File: config.mk
export PLATFORM = sky130hd
export DESIGN_NAME = ddr4_cmd_scheduler
export DESIGN_NICKNAME = d
export VERILOG_FILES = /design/src/rtl/ddr4_cmd_scheduler.sv
export SDC_FILE = /design/constraint.sdc
export NUM_CORES = 1
export LEC_CHECK = 0
export ABC_AREA = 1
export BUFFER_PORTS_ARGS = -buffer_cell sky130_fd_sc_hd__clkbuf_2
export CAP_MARGIN = 5
export CORE_MARGIN = 2
export CORE_UTILIZATION = 60
export DETAILED_ROUTE_END_ITERATION = 8
export PLACE_DENSITY = 0.83
export SYNTH_ARGS = -nofsm -noshare
export SYNTH_HDL_FRONTEND = slang
export SYNTH_SLANG_ARGS = --single-unit
File: constraint.sdc
create_clock -name clk -period 3.45 [get_ports clk]
set_input_delay 0 -clock clk [delete_from_list [all_inputs] [get_ports clk]]
set_output_delay 0 -clock clk [all_outputs]
set_load 0.005 [all_outputs]
File: src/rtl/ddr4_cmd_scheduler.sv
// rtl/ddr4_cmd_scheduler.sv - DDR4 bank-aware command sequencer; macro DDR4_AUTO_REFRESH_EN adds an internal tREFI refresh source
module ddr4_cmd_scheduler #(
    parameter int BG_BITS  = 1,
    parameter int BA_BITS  = 2,
    parameter int ROW_BITS = 17,
    parameter int COL_BITS = 10,
    parameter int T_RP     = 4,
    parameter int T_RCD    = 4,
    parameter int T_RAS    = 10,
    parameter int T_RFC    = 20,
    parameter int T_REFI   = 200,
    parameter int CL       = 5,
    parameter int CWL      = 4
) (
    input  logic                clk,
    input  logic                reset,
    input  logic                req_valid,
    output logic                req_ready,
    input  logic                req_write,
    input  logic [BG_BITS-1:0]  req_bg,
    input  logic [BA_BITS-1:0]  req_ba,
    input  logic [ROW_BITS-1:0] req_row,
    input  logic [COL_BITS-1:0] req_col,
    input  logic                refresh,
    output logic                cs_n,
    output logic                act_n,
    output logic                ras_n,
    output logic                cas_n,
    output logic                we_n,
    output logic [BG_BITS-1:0]  bg,
    output logic [BA_BITS-1:0]  ba,
    output logic [ROW_BITS-1:0] addr,
    output logic                rd_data_en,
    output logic                wr_data_en,
    output logic                busy
);

    localparam int IW   = BG_BITS + BA_BITS;
    localparam int NB   = 1 << IW;
    localparam int TMAX = (T_RFC > T_RP) ? ((T_RFC > T_RCD) ? T_RFC : T_RCD)
                                         : ((T_RP > T_RCD) ? T_RP : T_RCD);
    localparam int TW   = $clog2(TMAX + 1);
    localparam int RW   = $clog2(T_RAS + 1);

    typedef enum logic [3:0] {
        IDLE, PRE, WAIT_RP, ACT, WAIT_RCD, RDWR, PREA, WAIT_RPA, REF, WAIT_RFC
    } state_t;

    state_t                state, next_state;
    logic [TW-1:0]         timer;
    logic [NB-1:0]         bank_open;
    logic [ROW_BITS-1:0]   bank_row [NB];
    logic [RW-1:0]         tras_cnt [NB];
    logic                  ref_pend;
    logic                  lat_write;
    logic [BG_BITS-1:0]    lat_bg;
    logic [BA_BITS-1:0]    lat_ba;
    logic [ROW_BITS-1:0]   lat_row;
    logic [COL_BITS-1:0]   lat_col;
    logic [CL-1:0]         rd_pipe;
    logic [CWL-1:0]        wr_pipe;
    logic [IW-1:0]         req_idx, lat_idx;
    logic                  all_tras_zero, any_open, accept, auto_tick;
    logic                  do_act, do_pre, do_prea, do_ref, do_rd, do_wr;

    assign req_idx    = {req_bg, req_ba};
    assign lat_idx    = {lat_bg, lat_ba};
    assign any_open   = |bank_open;
    assign accept     = req_valid && req_ready;
    assign busy       = (state != IDLE);
    assign rd_data_en = rd_pipe[CL-1];
    assign wr_data_en = wr_pipe[CWL-1];

`ifdef DDR4_AUTO_REFRESH_EN
    localparam int FW = $clog2(T_REFI + 1);
    logic [FW-1:0] refi_cnt;

    // Free-running refresh interval counter; fires on zero and reloads.
    always_ff @(posedge clk) begin
        if (reset)              refi_cnt <= FW'(T_REFI);
        else if (refi_cnt == 0) refi_cnt <= FW'(T_REFI - 1);
        else                    refi_cnt <= refi_cnt - 1'b1;
    end
    assign auto_tick = (refi_cnt == 0);
`else
    // No internal refresh source; T_REFI only matters when auto refresh is compiled in.
    assign auto_tick = (T_REFI < 0);
`endif

    // PRE/PREA may only issue once every relevant tRAS window has closed.
    always_comb begin
        all_tras_zero = 1'b1;
        for (int i = 0; i < NB; i++)
            if (tras_cnt[i] != 0) all_tras_zero = 1'b0;
    end

    // State register.
    always_ff @(posedge clk) begin
        if (reset) state <= IDLE;
        else       state <= next_state;
    end

    // Next-state, command issue and pin decode; reset forces DES and not-ready.
    always_comb begin
        next_state = state;
        req_ready  = 1'b0;
        do_act = 1'b0; do_pre = 1'b0; do_prea = 1'b0;
        do_ref = 1'b0; do_rd  = 1'b0; do_wr   = 1'b0;
        case (state)
            IDLE: begin
                if (ref_pend) begin
                    next_state = any_open ? PREA : REF;
                end else begin
                    req_ready = 1'b1;
                    if (req_valid) begin
                        if (bank_open[req_idx] && bank_row[req_idx] == req_row) next_state = RDWR;
                        else if (bank_open[req_idx])                            next_state = PRE;
                        else                                                    next_state = ACT;
                    end
                end
            end
            PRE:      if (tras_cnt[lat_idx] == 0) begin do_pre = 1'b1; next_state = WAIT_RP; end
            WAIT_RP:  if (timer <= TW'(1)) next_state = ACT;
            ACT:      begin do_act = 1'b1; next_state = WAIT_RCD; end
            WAIT_RCD: if (timer <= TW'(1)) next_state = RDWR;
            RDWR:     begin do_rd = !lat_write; do_wr = lat_write; next_state = IDLE; end
            PREA:     if (all_tras_zero) begin do_prea = 1'b1; next_state = WAIT_RPA; end
            WAIT_RPA: if (timer <= TW'(1)) next_state = REF;
            REF:      begin do_ref = 1'b1; next_state = WAIT_RFC; end
            WAIT_RFC: if (timer <= TW'(1)) next_state = IDLE;
            default:  next_state = IDLE;
        endcase
        if (reset) begin
            req_ready = 1'b0;
            do_act = 1'b0; do_pre = 1'b0; do_prea = 1'b0;
            do_ref = 1'b0; do_rd  = 1'b0; do_wr   = 1'b0;
        end
        cs_n = 1'b1; act_n = 1'b1; ras_n = 1'b1; cas_n = 1'b1; we_n = 1'b1;
        bg   = '0;   ba    = '0;   addr  = '0;
        if (do_act) begin
            cs_n = 1'b0; act_n = 1'b0; bg = lat_bg; ba = lat_ba; addr = lat_row;
        end else if (do_rd || do_wr) begin
            cs_n = 1'b0; cas_n = 1'b0; we_n = !do_wr;
            bg = lat_bg; ba = lat_ba; addr = ROW_BITS'(lat_col);
        end else if (do_pre) begin
            cs_n = 1'b0; ras_n = 1'b0; we_n = 1'b0; bg = lat_bg; ba = lat_ba;
        end else if (do_prea) begin
            cs_n = 1'b0; ras_n = 1'b0; we_n = 1'b0; addr[10] = 1'b1;
        end else if (do_ref) begin
            cs_n = 1'b0; ras_n = 1'b0; cas_n = 1'b0;
        end
    end

    // Bank table, timers, request latch, refresh latch and data-strobe pipelines.
    always_ff @(posedge clk) begin
        if (reset) begin
            timer     <= '0;
            bank_open <= '0;
            ref_pend  <= 1'b0;
            lat_write <= 1'b0;
            lat_bg    <= '0;
            lat_ba    <= '0;
            lat_row   <= '0;
            lat_col   <= '0;
            rd_pipe   <= '0;
            wr_pipe   <= '0;
            for (int i = 0; i < NB; i++) tras_cnt[i] <= '0;
        end else begin
            timer <= (timer != 0) ? timer - 1'b1 : '0;
            if (do_pre || do_prea) timer <= TW'(T_RP - 1);
            if (do_act)            timer <= TW'(T_RCD - 1);
            if (do_ref)            timer <= TW'(T_RFC);
            for (int i = 0; i < NB; i++)
                if (tras_cnt[i] != 0) tras_cnt[i] <= tras_cnt[i] - 1'b1;
            if (do_act) begin
                bank_open[lat_idx] <= 1'b1;
                bank_row[lat_idx]  <= lat_row;
                tras_cnt[lat_idx]  <= RW'(T_RAS - 1);
            end
            if (do_pre)  bank_open[lat_idx] <= 1'b0;
            if (do_prea) bank_open <= '0;
            if (accept) begin
                lat_write <= req_write;
                lat_bg    <= req_bg;
                lat_ba    <= req_ba;
                lat_row   <= req_row;
                lat_col   <= req_col;
            end
            if (do_ref)                     ref_pend <= 1'b0;
            else if (refresh || auto_tick) ref_pend <= 1'b1;
            rd_pipe <= {rd_pipe[CL-2:0], do_rd};
            wr_pipe <= {wr_pipe[CWL-2:0], do_wr};
        end
    end

endmodule
# == Word level (Yosys, flattened, before mapping) ==
# Memory sizes are Yosys's and may differ from the RTL's. A register that Yosys moved wholly into a read port is not among the register bits.
# Cells that the tools add are included.
# word_totals
input_bits,35
ram_bits,168
mem_count,2
output_inout_bits,29
reg_bits,58
elab_cells,195
# op_classes
reduce_logical,24
n_bitwise,12
add_sub_neg,9
order_cmp,4
n_eq_ne,17
mux,114
# mem_list
name,words,word_bits,rd,rd_clocked_by_memory_dff,write_ports,line,source
bank_row,8,17,1,0,1,52,logic [ROW_BITS-1:0] bank_row [NB];
tras_cnt,8,4,9,1,9,53,logic [RW-1:0] tras_cnt [NB];
# ops
cell,count
2-to-1 mux 1 bit,78
2-to-1 mux 4 bit,17
case mux 4 bit (9 select lines),1
nonzero test 4 bit,9
"subtractor 4 x 1 -> 4 bit, second input constant",8
2-to-1 mux 8 bit,3
2-to-1 mux 5 bit,4
== test 17 bit,1
2-to-1 mux 17 bit,1
"== test 4 x 3 -> 1 bit, second input constant",4
"inequality test 2 bit, second input constant",6
2-to-1 mux 10 bit,1
2-to-1 mux 3 bit,3
AND 8 bit,1
"== test 4 x 2 -> 1 bit, second input constant",2
"== test 4 bit, second input constant",2
zero test 4 bit,2
"< comparator 3 x 4 -> 1 bit, second input constant",2
2-to-1 mux 2 bit,4
inverter 8 bit,1
OR 1 bit,8
OR 8 bit,1
OR reduction 8 bit,1
AND reduction 7 bit,1
other kinds (14),19

# == Depth between registers and ports, before layout ==
# An unclocked memory read counts as a cell.
# logic_depth
word_depth,17
depth_mapped,18
depth_no_buf,17

# == Least setup slack after synthesis ==
# OpenSTA, ideal clock, no wires.
# synth_timing
path_type,reg2reg
start,reg state[3]
end,"mem bank_row[4][0], enable pin"
setup_time_ns,0.374
synth_period_minus_slack_ns,1.967
arrival_ns,1.593
slack_ns,1.483
t_required_ns,3.076
path_stages_with_launch,9
path_buffers,1
path_cell_list,dfxtp_1 -> nor2_1 -> inv_1 -> nor2_1 -> inv_1 -> nor2_1 -> buf_2 -> nand2_1 -> inv_1
# synth_between
elab_chain_cells,6
# synth_rtl
item,line,source
from (decl),49,"state_t state, next_state;"
from (signal assigned),100,else state <= next_state;
== test 4 x 2 -> 1 bit,109,case (state)
2-to-1 mux 1 bit,109,
2-to-1 mux 1 bit,133,if (reset) begin
2-to-1 mux 1 bit,175,if (do_act) begin
2-to-1 mux 1 bit,156,if (reset) begin
2-to-1 mux 1 bit (not written as such),177,bank_row[lat_idx] <= lat_row;
to (decl),52,
# Every way passes these cells.

# == Worst setup path after layout ==
# layout_timing
start,in reset
end,out addr[5]
# layout_between
elab_chain_cells,4
word_cells_on_any_way,6
classes_between,5 x mux; 1 x reduce/logical
# layout_rtl
item,line,source
from (decl),16,"input logic reset,"
2-to-1 mux 1 bit,133,
logical OR 1 bit,142,end else if (do_rd || do_wr) begin
2-to-1 mux 10 bit,142,
2-to-1 mux 17 bit (*),140,if (do_act) begin
to (decl),32,"output logic [ROW_BITS-1:0] addr,"
# Mark *: on every way between the ends. The rest lies on a longest branch, timed or not.

==> results.md <==
- Outcome: finished clean
- Syn Nets: 1246
- Reg clk slew, reported paths: about 60 ps
- Setup TNS: 0 ps
- Power Density: roughly 650 mW/mm^2
- Mapped cell area: slightly above 0.01 sq mm
- Worst Hold Depth: 4
- Layout cell share with drive strength beyond 1: 0.0904
- Final WL: 25300 um
- Worst EP arrival: 2490 ps
- H-tree lvl count: 1
- Final ANT Viol Nets: 0
- Reg-to-Reg End: lat_row[1]
- Slew headroom: 0.436
- Final Cycle Share: 0.722
- CTS tree: done
- Pleak: 0.00526 uW
- Critical Path RT: 3450 ps
- R2r worst-path depth: 9
- Die Height: between 100 and 150 um
- Post-route minimum period: 2490 ps
- Netlist cell types: 34
- Maximum clock frequency: about 400 MHz
- Global-route wire length before repair: around 40000 um
- Pin count of the biggest net entering global routing: 76
- DRC: 0
- Clk Tree Root Cell: clkbuf_16
- Final hold vios: 0
- Least-Margin Pin Slew: ~850 ps
- Yosys reg bits: around 230
- WL/cell: about 17 um
- Startpoint types: input port
- FILL cells: 1264
- Post-synthesis sequential area ratio: 0.575
- Vias in the first global route: 7899
- Placeable Area: between 0.015 and 0.02 sq mm
- Initial DRC count: 872
- Mapped Avg Cell Area: between 8 and 9 sq um
- Number of synthesized flops with an enable pin: 136
- Hold Startpoint: req_bg
- Reg2reg start: state[3]
- Placer's final routability congestion estimate: 0.929
- Clock Latency Late Sink: 530 ps
- Fin. max-slew vios: 0
- Setup Buffers After CTS: 0
- CTS Sinks: about 230
- Initial Util: 0.606
- Cts hold-fix bufs: 30
- Fraction of registers with async set/reset: 0
- Worst vdd ir: 0.577 mV
- Clock buffer depth: 3
- Initial antenna violation count: 0
- HPWL after DPL: 15400 um
- Layout area overhead: 15.1%
- Antenna cells: 0
- PortBufs: 63
- Most used DFF post-synth: edfxtp_1
- Vias per inst: 5.46
- Worst setup EP type: output port
- Nets: 1338
- Die area: between 0.015 and 0.02 sq mm
- GRT Util Overall: 0.282
- Chip width: 135 um
- Mapped Cells: around 1200
- Placed insts: 1458
- Layout Skew: roughly 26 ps
- Core Rows: 48
- Max Cap Viol: 0
- RSZ-0062 raised after global routing: no
- Setup-failing EPs final: 0
- CP Max Fanout: 40
- Total number of vias: 8358
- Worst Hold Class: in2reg
- Layout Cells excl Fill: around 1500
- Cts bufs inserted: 23
- FF-to-FF setup slack: 1130 ps
- Worst Setup SP: reset
- CTS resizes: 0
- Setup CP Type: in2out
- Ports: 64
- Grt ovf: 0
- Yosys warning total: 0
- TritonRoute pass-1 iters: 6
==> logic make-up (layout without fill, tap and decap cells) <==
group | count (synthesis) | count (layout) | share of synthesized area
fa+ha+maj | 15 | 15 | 0.0181
compound gates | 115 | 115 | 0.0681
xor+xnor | 13 | 13 | 0.0110
flops | 229 | 229 | 0.575
buf+inv | 248 | 357 | 0.0952
simple gates | 576 | 576 | 0.233
==> power by group <==
group          internal (uW)  leakage, uW  switching (uW)
sequential              3260      0.00198             261
clock                   1390     0.000357            1030
combinational            656      0.00292            1110
total                   5310      0.00526            2400
==> synthesized netlist by cell type, types with 13 or more instances <==
cell type  instances  share of area
nand2_1          322           0.12
inv_1            200          0.073
edfxtp_1         136           0.39
nor2_1           102          0.037
nand3_1           99          0.048
dfxtp_1           93           0.18
o21ai_0           42          0.020
nor3_1            22          0.011
o31ai_1           20          0.015
clkbuf_1          17         0.0062
buf_2             16         0.0077
ha_1              15          0.018
a21oi_1           14         0.0068
nand3b_1          13         0.0094
==> sequential cells by signal (all words and copies together), names as in the netlist, 4 cells and up, named ones only <==
register / cells
bank_row: 136
tras_cnt: 32
lat_row: 17
lat_col: 10
bank_open: 8
rd_pipe: 5
timer: 5
state: 4
wr_pipe: 4
==> cells in the final DEF (no fill, tap or decap), types with 15 or more instances in the layout <==
cell type        n
nor2_1         102
dlygate4sd3_1   30
clkbuf_2        63
ha_1            15
nor3_1          22
clkbuf_16       23
dfxtp_1         93
inv_1          200
o31ai_1         20
nand2_1        322
nand3_1         99
o21ai_0         42
edfxtp_1       136
buf_4           16
==> worst max-delay path: stages <==
cell and delay [ps]:
dlygate4sd3_1 530, clkbuf_2 310, buf_4 510, nor2_1 170
inv_1 530, o22ai_1 250, clkbuf_2 180
==> worst max path at each step <==
stage                                end  slack [ps]  depth (start not counted)
after floorplan           bank_row[4][0]        1480                          8
after global placement          state[2]        1330                         18
after detailed placement      lat_col[2]        1260                          9
after CTS                           cs_n        1030                         10
after global routing                  bg         760                         12
final                            addr[5]         960                          7
==> area by class of cell <==
class	instances	area [sq um]	share of cell area
timing repair buffer	111	776	0.0652
clock buffer	27	601	0.0505
clock inverter	15	120	0.0101
inverter	204	766	0.0643
tap	225	282	0.0236
multi-input combinational	719	3410	0.287
sequential	229	5950	0.499
==> through the flow <==
| step | setup slack [ps] | util | total power [uW] | hold WS [ps] | cell area, sq um |
|---|---|---|---|---|---|
| 2_1_floorplan | 1480 | - | 4810 | 110 | 10300 |
| 5_1_grt | 764 | 0.698 | 8110 | 46.8 | 11900 |
| 3_5_place_dp | 1260 | 0.638 | 5270 | 204 | 10900 |
| 6_report | 960 | 0.698 | 7710 | 31.0 | 11900 |
| 4_1_cts | 1030 | 0.698 | 7690 | 10.3 | 11900 |
| 3_3_place_gp | 1330 | 0.638 | 5190 | 200 | 10900 |
==> per-layer routing <==
layer  GRT usage  up-vias  wire length (um)
met5           0        -                 0
met4       0.112        0               845
met3      0.0479       76              2140
met2       0.471      383             12000
met1       0.370     3834             10300
li1            -     4065                 -
No activity file was read; power rests on OpenSTA's default activity.
